<file path="src/rtl/rom_fetch.sv">
// rom_fetch: instruction-fetch front end for the program ROM.
// Holds the program counter, drives the ROM address, and alternates
// FETCH/EXEC phases under enable. Each fetched byte is split into an
// instruction nibble (high half) and an operand nibble (low half).
module rom_fetch #(
  parameter int ADDR_W = 12,
  parameter int DATA_W = 8
) (
  input  logic              clk,
  input  logic              reset,
  input  logic              enable,
  input  logic              load,
  input  logic [ADDR_W-1:0] load_addr,
  output logic [ADDR_W-1:0] rom_addr,
  input  logic [DATA_W-1:0] rom_data,
  output logic [DATA_W/2-1:0] instr,
  output logic [DATA_W/2-1:0] oprnd,
  output logic              phase,
  output logic              valid,
  output logic              pc_wrap
);

  localparam int NIB_W = DATA_W / 2;

  typedef enum logic {
    FETCH = 1'b0,
    EXEC  = 1'b1
  } state_t;

  state_t            state;
  logic [ADDR_W-1:0] pc;
  logic [DATA_W-1:0] fetch_p1;
  logic              vld_p1;
  logic              wrap_p1;

  // Unsigned increment with the carry-out kept as the top bit; the carry
  // is exactly the "pc was all-ones" condition that raises pc_wrap.
  function automatic logic [ADDR_W:0] pc_inc(input logic [ADDR_W-1:0] p);
    return {1'b0, p} + {{ADDR_W{1'b0}}, 1'b1};
  endfunction

  logic [ADDR_W:0] pc_sum;
  assign pc_sum = pc_inc(pc);

  // Fetch FSM: reset > load > enable > hold. Fetch register is captured
  // only on enabled FETCH edges, so rom_data is ignored at all other times.
  always_ff @(posedge clk) begin
    if (reset) begin
      state    <= FETCH;
      pc       <= '0;
      fetch_p1 <= '0;
      vld_p1   <= 1'b0;
      wrap_p1  <= 1'b0;
    end else if (load) begin
      // A jump abandons any pending EXEC so the next enabled edge fetches
      // from the new target; the previously fetched byte stays visible.
      state    <= FETCH;
      pc       <= load_addr;
      vld_p1   <= 1'b0;
      wrap_p1  <= 1'b0;
    end else if (enable) begin
      case (state)
        FETCH: begin
          fetch_p1 <= rom_data;
          pc       <= pc_sum[ADDR_W-1:0];
          state    <= EXEC;
          vld_p1   <= 1'b1;
          wrap_p1  <= pc_sum[ADDR_W];
        end
        default: begin
          state    <= FETCH;
          vld_p1   <= 1'b0;
          wrap_p1  <= 1'b0;
        end
      endcase
    end else begin
      vld_p1  <= 1'b0;
      wrap_p1 <= 1'b0;
    end
  end

  // Stage 1 outputs: everything below is a direct view of registers.
  assign rom_addr = pc;
  assign instr    = fetch_p1[DATA_W-1:NIB_W];
  assign oprnd    = fetch_p1[NIB_W-1:0];
  assign phase    = state;
  assign valid    = vld_p1;
  assign pc_wrap  = wrap_p1;

endmodule

</file>
<file path="config.mk">
export PLATFORM = sky130hd
export DESIGN_NAME = rom_fetch
export DESIGN_NICKNAME = d
export VERILOG_FILES = /design/src/rtl/rom_fetch.sv
export SDC_FILE = /design/constraint.sdc
export NUM_CORES = 1
export LEC_CHECK = 0
export BUFFER_PORTS_ARGS = -buffer_cell sky130_fd_sc_hd__buf_4
export CORE_ASPECT_RATIO = 0.8
export CORE_MARGIN = 10
export CORE_UTILIZATION = 25
export CTS_BUF_LIST = sky130_fd_sc_hd__clkbuf_4 sky130_fd_sc_hd__clkbuf_8
export DETAILED_ROUTE_END_ITERATION = 6
export PLACE_DENSITY_LB_ADDON = 0.12
export SYNTH_ARGS = -nofsm -noshare
export SYNTH_HDL_FRONTEND = slang
export SYNTH_SLANG_ARGS = --single-unit
export TNS_END_PERCENT = 10
</file>
<file path="constraint.sdc">
create_clock -name clk -period 1.9 [get_ports clk]
set_input_delay 0 -clock clk [delete_from_list [all_inputs] [get_ports clk]]
set_output_delay 0 -clock clk [all_outputs]
set_load 0.01 [all_outputs]
</file>
Word level (Yosys, flattened, before mapping)
Cells that the tools add are included.
{"block": "totals", "regBits": 23, "input_bits": 24, "out_inout_bits": 23, "elab_cells": 20}
{"block": "op_classes", "addsub": 1, "eq_ne": 1, "muxes": 4, "bitwise_logic": 3, "n_reduce_logical": 6}
{"operator": "$mux W12", "n": 3}
{"operator": "$add A12 B1 Y13 const B", "n": 1}
{"operator": "$reduce_or A4 Y1", "n": 1}
{"operator": "$not A1 Y1", "n": 3}
{"operator": "$reduce_and A3 Y1", "n": 1}
{"operator": "$reduce_or A3 Y1", "n": 1}
{"operator": "$ne A2 B2 Y1 const B", "n": 1}
{"operator": "$reduce_and A2 Y1", "n": 1}
{"operator": "$reduce_bool A2 Y1", "n": 1}
{"operator": "$reduce_or A2 Y1", "n": 1}
{"operator": "$mux W1", "n": 1}

Longest topological paths before layout
{"block": "logic_depth", "depth_word": 4, "mapped_depth": 5, "mapped_depth_nobuf": 5}

Worst setup path before layout
OpenSTA, ideal clock, no wires.
{"block": "synth_timing", "path_type": "reg2reg", "startpoint": "register pc[2] (netlist: rom_addr[2])", "endpoint": "register pc[9] (netlist: rom_addr[9])", "setup_ns": 0.086, "arrival_time_ns": 1.455, "required_ns": 1.814, "slack_ns": 0.360, "path_stages_with_launch": 5, "n_path_buf": 0, "period_less_slack_ns": 1.540, "cell_sequence": "dfxtp_1 -> nand4_4 -> or4_4 -> xnor2_1 -> a211oi_1"}
{"block": "synth_via", "elab_chain_len": 4}
{"element": "start, declared", "line_no": "31", "text": "logic [ADDR_W-1:0] pc;"}
{"element": "start signal, assigned", "line_no": "58", "text": "pc <= load_addr;"}
{"element": "start signal, assigned", "line_no": "65", "text": "pc <= pc_sum[ADDR_W-1:0];"}
{"element": "$add A12 B1 Y13", "line_no": "39", "text": "return {1'b0, p} + {{ADDR_W{1'b0}}, 1'b1};"}
{"element": "$mux W12", "line_no": "62", "text": "case (state)"}
{"element": "$mux W12", "line_no": "61", "text": "end else if (enable) begin"}
{"element": "$mux W12", "line_no": "54", "text": "end else if (load) begin"}
No other way between the ends. The select of a mux whose other input is x is not followed.
A chain may end at the register's enable or synchronous reset.

Worst setup path after layout
Ends and elaborated chain as after synthesis.

==> metrics list <==
- Run status: finished, violations left
- Violations in the final reports: hold timing
- Max frequency: 637 MHz
- Synth Area in XOR/XNOR: 8.91%
- GRT Overall Usage: 8.88%
* Max cap viols: 0
* Mean post-synth cell area: 8.79 um2
- In the final layout, the share of cells above drive strength 1 is 32.0%.
* Post-placement setup slack: 0.338 ns
* Placeable core region: 0.00418 mm2
* Final WS setup: 0.329 ns
- After Yosys synthesis, and, or, nand and nor cells account for 28.2% of the synthesized area.
- Commonest cells after routing, fill and taps aside: sky130_fd_sc_hd__buf_4, sky130_fd_sc_hd__nand2_1, sky130_fd_sc_hd__dfxtp_1
* Count of cell types in the netlist: 30
- Using the TritonRoute via totals, the vias-per-cell ratio works out to 4.35.
- Yosys printed 0 warnings.
- Startpoint type of the worst setup path: flop
- Once the clock tree was built, the setup fixing pass inserted 0 buffers.
- Multi-input gate area: 559 um2
- STA puts the critical path data arrival time at 1.76 ns.
- The first global-routing pass estimated 5340 um of wire.
- Setup TNS: 0 ns
- Number of hold violations in the final report: 1
- Number of buffers added on ports: 46
- The worst path uses 82.7% of the clock period.
- Entering global routing, the biggest net connects 24 pins.
- Number of placement rows: 21
* Vias in the first global route: 1085
- Num ports: 47
- Number of iterations in the first detailed-routing pass: 4
* CTS H-tree lvls: 1
- Path category of the worst min-delay check: input pin to flop
- Clock skew after layout: 0.00769 ns
- The worst pin sits at a relative slew slack of 59.9%.
* End point of the most critical hold path: rom_addr[6]
- Clock-pin slew was measured on the worst setup and hold paths at 0.09 ns.
* Pwr dens: 650 mW/mm2
- The final layout contains routed wiring with a total length of 3190 um.
* CP Capture Type: flop
- Placer Congestion: 0.766
- Residual overflow from global routing: 0
* Unrepaired setup endpoints after global routing: false
- Across all register-to-register paths, the minimum setup slack is 0.33 ns.
- The floorplan step set the die width to 93.5 um.
- Post-detailed-route DRC marker count: 0
* CTS tree: built
- The filler cells instantiated in the layout total 454.
* Buffer levels on the longest clock path: 2
- The initial antenna violation count came to 0.
- Sequential cell area fraction in the yosys report: 42.6%
* Shortest period the worst path allows: 1.57 ns
- Synthesized netlist cell count: 123
- Total via count after detailed routing: 1035
* Cell Area, Synth: 0.00108 mm2
- In the final layout, flip-flops and latches occupy 460 um2.
- Synthesis inferred 23 register bits.
- The worst-case IR drop observed on VDD is 0.233 mV.
* Hold Path Cell Cnt: 3
- Most common library cell in the layout ignoring fill and taps: sky130_fd_sc_hd__buf_4
- STA puts the critical path data required time at 2.09 ns.
* Number of nets produced by synthesis: 148
- Multiplexer fraction of the synthesized cell area: 1.04%
* Number of routed nets with antenna violations: 0
- Setup violations remaining at the end of the flow were counted as 0.
- In the final routed layout, each cell accounts on average for 13.4 um.
- At the pin with the least slew margin, the transition time is 0.600 ns.
* Die Y-Extent: 78.8 um
- Summed over all nets, the half-perimeter wirelength after detailed placement is 2430 um.
- From synthesis to final layout, the design area changed by 51.0%.
- The endpoint identified for the worst register-to-register timing path is rom_addr[9].
* Dominant combinational cell family by area after synthesis: simple AND/OR/NAND/NOR gates
- The initial utilization of the core area, before any placement, comes to 25.9%.
* Count of final max-slew check failures: 0
- After Yosys synthesis, full adders, half adders and majority gates account for 1.16% of the synthesized area.
- Largest fanout of any net on the critical path: 7
* Number of buffers added by the clock tree synthesis step: 3
- Summing the areas of all compound-gate instances in the mapped netlist gives 12.4% of the synthesized area.
- Reg2reg path depth: 4
- For this block, the initial DRC count from the detailed router was 41.
- Clk Tree Root Cell: sky130_fd_sc_hd__clkbuf_8
- The worst hold path begins at load_addr[6].
- N_diodes: 0
* Worst-Skew Late Latency: 0.26 ns
- Static leakage: 0.000671 uW
- Hold timing on the final database bottoms out at a slack of -0.00309 ns.
- Origin of the critical flop-to-flop path: rom_addr[2]
* Clock sinks: 23
- Critical path class: flop to flop
* Full die area: 0.00737 mm2
- In the final design database the tool counted 207 nets.
flip-flops by register name (all words and copies together), names as in the netlist:
register / flops
valid: 1
phase: 1
pc_wrap: 1
rom_addr: 12
fetch_p1: 8
where the power goes:
group | leakage, uW | internal [uW] | switching (uW)
logic | 0.000455 | 113 | 84.5
clock network | 0.0000262 | 164 | 158
registers | 0.000189 | 509 | 31.8
critical path, cell delays in order (launching register included):
cell	delay, ns
sky130_fd_sc_hd__dfxtp_1	0.48
sky130_fd_sc_hd__nand4_4	0.17
sky130_fd_sc_hd__or4_4	0.50
sky130_fd_sc_hd__xnor2_1	0.13
sky130_fd_sc_hd__a211oi_1	0.20
worst max path at each step:
| stage | from | to | slack, ns | cells after the start |
|---|---|---|---|---|
| 6_report | rom_addr[2] | rom_addr[9] | 0.33 | 4 |
| 5_1_grt | rom_addr[2] | rom_addr[9] | 0.21 | 4 |
| 3_5_place_dp | phase | rom_addr[9] | 0.34 | 4 |
| 2_1_floorplan | rom_addr[2] | rom_addr[9] | 0.36 | 4 |
| 4_1_cts | rom_addr[2] | rom_addr[9] | 0.32 | 4 |
| 3_3_place_gp | rom_addr[2] | rom_addr[9] | 0.38 | 4 |
what timing repair did:
item,in CTS,in global routing
gates resized for setup,0,0
hold endpoints to repair,12,2
hold buffers,12,2
stage by stage:
| step | instance area (um2) | power, uW | std cells | utilization (%) |
|---|---|---|---|---|
| floorplan | 1080 | 637 | 123 | - |
| global placement | 1440 | 729 | 220 | 34.6 |
| detailed placement | 1440 | 731 | 220 | 34.6 |
| CTS | 1610 | 1080 | 236 | 38.6 |
| global route | 1630 | 1130 | 238 | 39.1 |
| finish | 1630 | 1060 | 238 | 39.1 |
cell usage after synthesis:
master                     number  area, um2
sky130_fd_sc_hd__clkbuf_8       3       41.3
sky130_fd_sc_hd__buf_2          1       5.00
sky130_fd_sc_hd__inv_1          2       7.51
sky130_fd_sc_hd__nand2_1       25       93.8
sky130_fd_sc_hd__and4b_1        1       10.0
sky130_fd_sc_hd__o21bai_1       1       7.51
sky130_fd_sc_hd__or3b_1         1       8.76
sky130_fd_sc_hd__xor2_1         5       43.8
sky130_fd_sc_hd__o211ai_1       1       7.51
sky130_fd_sc_hd__a211oi_1       7       52.6
sky130_fd_sc_hd__xnor2_1        6       52.6
sky130_fd_sc_hd__nand4_4        1       21.3
sky130_fd_sc_hd__nor4_1         1       6.26
sky130_fd_sc_hd__or4_4          1       11.3
sky130_fd_sc_hd__dfxtp_1       23        460
sky130_fd_sc_hd__nand3_1        4       20.0
sky130_fd_sc_hd__and3b_1        1       8.76
sky130_fd_sc_hd__clkbuf_1       2       7.51
sky130_fd_sc_hd__nand3b_2       1       11.3
sky130_fd_sc_hd__ha_1           1       12.5
sky130_fd_sc_hd__nor3_1         2       10.0
sky130_fd_sc_hd__nor2_1        11       41.3
sky130_fd_sc_hd__a31oi_1        1       6.26
sky130_fd_sc_hd__or2_2          1       6.26
sky130_fd_sc_hd__mux2_2         1       11.3
sky130_fd_sc_hd__a21oi_1       12       60.1
sky130_fd_sc_hd__and4_2         1       10.0
sky130_fd_sc_hd__nand4_1        4       25.0
sky130_fd_sc_hd__nor4_2         1       12.5
sky130_fd_sc_hd__nand2b_2       1       8.76
logic make-up after synthesis:
kind of cell / count (synthesis)
compound gates: 22
xor+xnor: 11
fa+ha+maj: 1
buf+inv: 8
flops: 23
mux: 1
simple gates: 57
metal layers:
layer,GRT usage [%],wire [um],up-vias
met1,10.9,1430,470
li1,-,-,541
met5,0,0,-
met4,3.69,29,0
met2,13.9,1550,22
met3,3.01,174,2
cell type report:
cell class                      instances  area share (%)
Inverter                                2           0.460
Clock buffer                            4            2.99
Timing Repair Buffer                   60            29.7
Tap cell                               57            4.37
Multi-Input combinational cell         92            34.3
Sequential cell                        23            28.2
Note: power is estimated with default switching activity, not from simulation.
